File: src/rtl/snake_game_ctrl.sv
// Snake game sequencer: game FSM, tick generation, collision edge-detect and
// tick-aligned arbitration, score count, digit multiplex and end-of-game blink.
module snake_game_ctrl #(
    parameter int TICK_DIV  = 10,
    parameter int MAX_SCORE = 50,
    parameter int BLINK_DIV = 25
) (
    input  logic       clk,
    input  logic       nRst,
    input  logic       start_i,
    input  logic       good_i,
    input  logic       bad_i,
    output logic       tick,
    output logic       goodColl,
    output logic       badColl,
    output logic [1:0] state,
    output logic [6:0] score_cnt,
    output logic       digit_sel,
    output logic       blank
);

    localparam int TW = (TICK_DIV  > 1) ? $clog2(TICK_DIV)  : 1;
    localparam int BW = (BLINK_DIV > 1) ? $clog2(BLINK_DIV) : 1;
    localparam logic [TW-1:0] TICK_LAST  = TW'(TICK_DIV - 1);
    localparam logic [BW-1:0] BLINK_LAST = BW'(BLINK_DIV - 1);
    localparam logic [6:0]    SCORE_MAX  = 7'(MAX_SCORE);

    typedef enum logic [1:0] {IDLE = 2'b00, RUN = 2'b01, OVER = 2'b10, WIN = 2'b11} state_t;

    state_t          state_q, state_d;
    logic [2:0]      sync_q1, sync_q2;
    logic [TW-1:0]   tick_cnt;
    logic [BW-1:0]   blink_cnt;
    logic            pend_good, pend_bad;
    logic            tick_q, good_q, bad_q, digit_q, blank_q;
    logic [6:0]      score_q;

    logic            start_edge, good_edge, bad_edge;
    logic            decide, eff_good, eff_bad, fire_good, fire_bad;
    logic            restart, blink_hold;
    logic [6:0]      score_inc;

    // Two-stage capture of the raw requests; bit order {start, good, bad}.
    always_ff @(posedge clk or negedge nRst) begin
        if (!nRst) begin
            sync_q1 <= '0;
            sync_q2 <= '0;
        end else begin
            sync_q1 <= {start_i, good_i, bad_i};
            sync_q2 <= sync_q1;
        end
    end

    assign start_edge = sync_q1[2] & ~sync_q2[2];
    assign good_edge  = sync_q1[1] & ~sync_q2[1];
    assign bad_edge   = sync_q1[0] & ~sync_q2[0];

    // FSM: state register
    always_ff @(posedge clk or negedge nRst) begin
        if (!nRst) state_q <= IDLE;
        else       state_q <= state_d;
    end

    // FSM: next state
    always_comb begin
        state_d = state_q;
        case (state_q)
            IDLE:     if (start_edge) state_d = RUN;
            RUN: begin
                if (fire_bad)                                state_d = OVER;
                else if (fire_good && score_inc == SCORE_MAX) state_d = WIN;
            end
            default:  if (start_edge) state_d = RUN;
        endcase
    end

    // FSM: decision outputs; an edge arriving on the tick cycle is serviced on that tick.
    always_comb begin
        decide     = (state_q == RUN) && (tick_cnt == TICK_LAST);
        eff_good   = pend_good | good_edge;
        eff_bad    = pend_bad  | bad_edge;
        fire_bad   = decide & eff_bad;
        fire_good  = decide & ~eff_bad & eff_good;
        score_inc  = score_q + 7'd1;
        restart    = start_edge && (state_q != RUN);
        // Blink only while staying in OVER/WIN, so entry and exit both see a clean phase.
        blink_hold = ((state_q == OVER) || (state_q == WIN)) && (state_d == state_q);
    end

    always_ff @(posedge clk or negedge nRst) begin
        if (!nRst) begin
            tick_cnt  <= '0;
            pend_good <= 1'b0;
            pend_bad  <= 1'b0;
            tick_q    <= 1'b0;
            good_q    <= 1'b0;
            bad_q     <= 1'b0;
            score_q   <= '0;
        end else begin
            tick_q <= decide;
            good_q <= fire_good;
            bad_q  <= fire_bad;

            if (state_q != RUN)  tick_cnt <= '0;
            else if (decide)     tick_cnt <= '0;
            else                 tick_cnt <= tick_cnt + 1'b1;

            if (state_q != RUN) begin
                pend_good <= 1'b0;
                pend_bad  <= 1'b0;
            end else if (decide) begin
                if (eff_bad) begin
                    pend_good <= 1'b0;
                    pend_bad  <= 1'b0;
                end else if (eff_good) begin
                    pend_good <= 1'b0;
                end
            end else begin
                pend_good <= pend_good | good_edge;
                pend_bad  <= pend_bad  | bad_edge;
            end

            if (restart)        score_q <= '0;
            else if (fire_good) score_q <= score_inc;
        end
    end

    always_ff @(posedge clk or negedge nRst) begin
        if (!nRst) begin
            digit_q   <= 1'b0;
            blink_cnt <= '0;
            blank_q   <= 1'b0;
        end else begin
            digit_q <= ~digit_q;
            if (!blink_hold) begin
                blink_cnt <= '0;
                blank_q   <= 1'b0;
            end else if (blink_cnt == BLINK_LAST) begin
                blink_cnt <= '0;
                blank_q   <= ~blank_q;
            end else begin
                blink_cnt <= blink_cnt + 1'b1;
            end
        end
    end

    assign tick      = tick_q;
    assign goodColl  = good_q;
    assign badColl   = bad_q;
    assign state     = state_q;
    assign score_cnt = score_q;
    assign digit_sel = digit_q;
    assign blank     = blank_q;

endmodule
File: config.mk
export PLATFORM = sky130hd
export DESIGN_NAME = snake_game_ctrl
export DESIGN_NICKNAME = d
export VERILOG_FILES = /design/src/rtl/snake_game_ctrl.sv
export SDC_FILE = /design/constraint.sdc
export NUM_CORES = 1
export LEC_CHECK = 0
export BUFFER_PORTS_ARGS = -buffer_cell sky130_fd_sc_hd__buf_2
export CAP_MARGIN = 0
export CORE_MARGIN = 2
export CORE_UTILIZATION = 59
export DETAILED_ROUTE_END_ITERATION = 8
export GPL_TIMING_DRIVEN = 0
export PLACE_DENSITY = 0.78
export SYNTH_ARGS = -nofsm -noshare
export SYNTH_HDL_FRONTEND = slang
export SYNTH_SLANG_ARGS = --single-unit
File: constraint.sdc
create_clock -name clk -period 3.5 [get_ports clk]
set_input_delay 0.525 -clock clk [delete_from_list [all_inputs] [get_ports clk]]
set_output_delay 0.525 -clock clk [all_outputs]
set_load 0.02 [all_outputs]
==> impl_metrics.py <==
metrics = {
    "finish": {
        "fin_area_um2": 1540,
        "regArea_um2": 776,
        "layout-drive-gt1-share": 0.241,
        "final_util": 0.703,
        "fillerInstances": 169,
        "multiInputGateArea_um2": 533,
        "final_nets": 155,
        "num_antenna_cells": 0,
        "area_delta_synth_final_pct": 13.0,
        "stdcell_count": 173,
    },
    "drt": {
        "drc": 0,
        "avgViaCountPerCell": 5.51,
        "wire_per_inst_um": 13.5,
        "first_pass_iters": 4,
        "ant_nets": 0,
        "totalWireLength_um": 2330,
        "drt_iter0_markers": 12,
        "vias": 954,
    },
    "clock_network": {
        "hold_buffers": 0,
        "clock_latency_ns": 0.33,
        "h-tree-depth": 2,
        "postCtsSetupRepairBufs": 0,
        "clock_path_buffers": 2,
        "cts_made_buffers": 5,
        "ctsResizeCount": 0,
        "cts_sinks": 31,
        "clk_transition_reported_paths_ns": 0.10,
        "cts_tree": "built",
        "cts-root-buf": "clkbuf_4",
    },
    "yosys": {
        "ys_seq_elements": 31,
        "yosys.area_share.adder": 0.0551,
        "synth_compound_area_frac": 0.115,
        "synth_area_leader_cell": "dfrtp_1",
        "yosysTopAreaCellShare": 0.569,
        "synth_area_per_cell_um2": 11.5,
        "postSynthCellCount": 119,
        "synth-xor-area-share": 0.0579,
        "synth-simple-area-share": 0.156,
        "ys_warn_count": 0,
        "synthTopCellsByArea": "dfrtp_1, ha_1, xnor2_1, nor2_1, nand3_1",
        "synth_fp_nets": 130,
        "synth.distinct_cells": 32,
        "synth_area_um2": 1360,
        "synth_mux_area_frac": 0.00735,
        "yosysSeqAreaShare": 0.569,
        "synth_top_family_by_area": "simple AND/OR/NAND/NOR gates",
    },
    "flow_run": {
        "max_cap_violations": 0,
    },
    "sta": {
        "min_period_ns": 1.88,
        "rsz0062_at_grt": "no",
        "slew_headroom": 0.558,
        "max_freq_mhz": 531,
        "fin_skew_ns": 0.00398,
        "holdWs_ns": 0.213,
        "final_hold_viol_count": 0,
        "finalSetupViolations": 0,
        "period_share": 0.538,
        "tns_ns": 0,
        "setup_slack_ns": 1.62,
        "tightest_slew_ns": 0.663,
        "drv_slew": 0,
    },
    "grt": {
        "grt_overflow": 0,
        "grt_max_degree": 32,
        "grt_pass1_wl_um": 4000,
        "antenna_found_initial": 0,
        "grt_util_all_layers": 0.211,
        "grt_pass1_vias": 962,
    },
    "die": {
        "start_util": 0.622,
        "dieArea_um2": 2710,
        "die_x_um": 52.1,
        "num_rows": 17,
        "core_region_area_um2": 2190,
        "ios": 19,
        "die_h_um": 52.1,
    },
    "status": {
        "outcome": "finished, final reports clean",
    },
    "setup_path": {
        "cp.required_ns": 3.76,
        "crit_fanout": 10,
        "crit_type": "reg2reg",
        "r2r_slack_ns": 1.62,
        "start_kind": "flip-flop",
        "critPathArrivalTime_ns": 2.15,
        "cp-end-kind": "flip-flop",
    },
    "placed_design": {
        "portBuffers": 18,
        "pre_cts_ws_ns": 1.62,
        "gp_congestion": 0.768,
        "placed_cells": 165,
        "dpl_cell_area_um2": 1490,
        "hpwlAfterDp_um": 1600,
    },
    "power_and_ir_drop": {
        "p_total_uw": 911,
        "powerDensity_nw_per_um2": 592,
        "peakVddDrop_mv": 0.438,
        "p_leak_nw": 0.762,
    },
    "min_path": {
        "hp-class": "in2async",
    },
}
-- cells in the mapped netlist, drive strengths merged --
cell     count
dfrtp       31
nor2        11
inv         10
nand3        8
nand2b       7
ha           6
xnor2        6
nand2        5
o21ai        4
a21oi        3
and3         3
o211ai       3
xor2         3
a211oi       2
a31o         2
buf          2
or3          2
a21boi       1
a221o        1
a2bb2oi      1
mux2i        1
nand4b       1
o21bai       1
o31ai        1
o32ai        1
o41ai        1
or2          1
or4          1
-- worst max-delay path, stage by stage, from the launching register on --
cell and delay (ns):
dfrtp_1 0.41, inv_1 0.07, ha_1 0.15, nand2_1 0.06
or3_4 0.33, buf_6 0.15, or4_1 0.49, a21boi_1 0.15
-- registers in the layout (all words and copies together), names as in the netlist --
| name | cells |
|---|---|
| pend_good | 1 |
| pend_bad | 1 |
| digit_sel | 1 |
| state | 2 |
| goodColl | 1 |
| blink_cnt | 5 |
| blank | 1 |
| sync_q1 | 3 |
| tick_cnt | 4 |
| badColl | 1 |
| sync_q2 | 3 |
| tick | 1 |
| score_cnt | 7 |
-- metal layers --
metal,vias up,global-route usage,wire length [µm]
met5,-,0,0
li1,460,-,-
met4,0,0.0921,45
met2,26,0.350,1140
met1,461,0.236,1020
met3,7,0.0862,120
-- placed cells by master, fill, tap and decap left out, types with 5 or more instances in the layout --
cell / netlist / layout
buf_2: 1 / 19
clkbuf_4: 0 / 5
dfrtp_1: 31 / 31
ha_1: 6 / 6
inv_1: 10 / 10
nand2_1: 5 / 5
nand2b_1: 6 / 6
nand3_1: 8 / 8
nor2_1: 11 / 11
xnor2_1: 6 / 6
-- cell type report --
type | instances | share of cell area
buffer | 2 | 0.0106
clock buffer | 5 | 0.0244
clock inverter | 3 | 0.00975
inverter | 10 | 0.0244
multi-input combinational | 76 | 0.346
sequential | 31 | 0.504
tap | 28 | 0.0227
timing repair buffer | 18 | 0.0585
-- report_power, final --
| group | switching, mW | total (mW) | internal (mW) |
|---|---|---|---|
| Clock | 0.123 | 0.197 | 0.0746 |
| Combinational | 0.146 | 0.243 | 0.0970 |
| Sequential | 0.0517 | 0.470 | 0.419 |
| Total | 0.321 | 0.911 | 0.590 |
-- cells by family (layout without fill, tap and decap cells) --
group           count (synthesis)  in the layout
compound gates                 21             21
flops                          31             31
xor+xnor                        9              9
fa+ha+maj                       6              6
simple gates                   39             39
buf+inv                        12             38
mux                             1              1
-- path summary, 6_finish.rpt --
kind / startpoint / end / cells after the start
worst max-delay path: tick_cnt[1] / score_cnt[4] / 7
worst min-delay path: nRst / score_cnt[3] / 1
worst min register to register: sync_q1[1] / sync_q2[1] / 0
worst max register to register: tick_cnt[1] / score_cnt[4] / 7
min in group clk: bad_i / sync_q1[0] / 1
max in group asynchronous: nRst / blank / 1
Note: power is estimated with default switching activity, not from simulation.
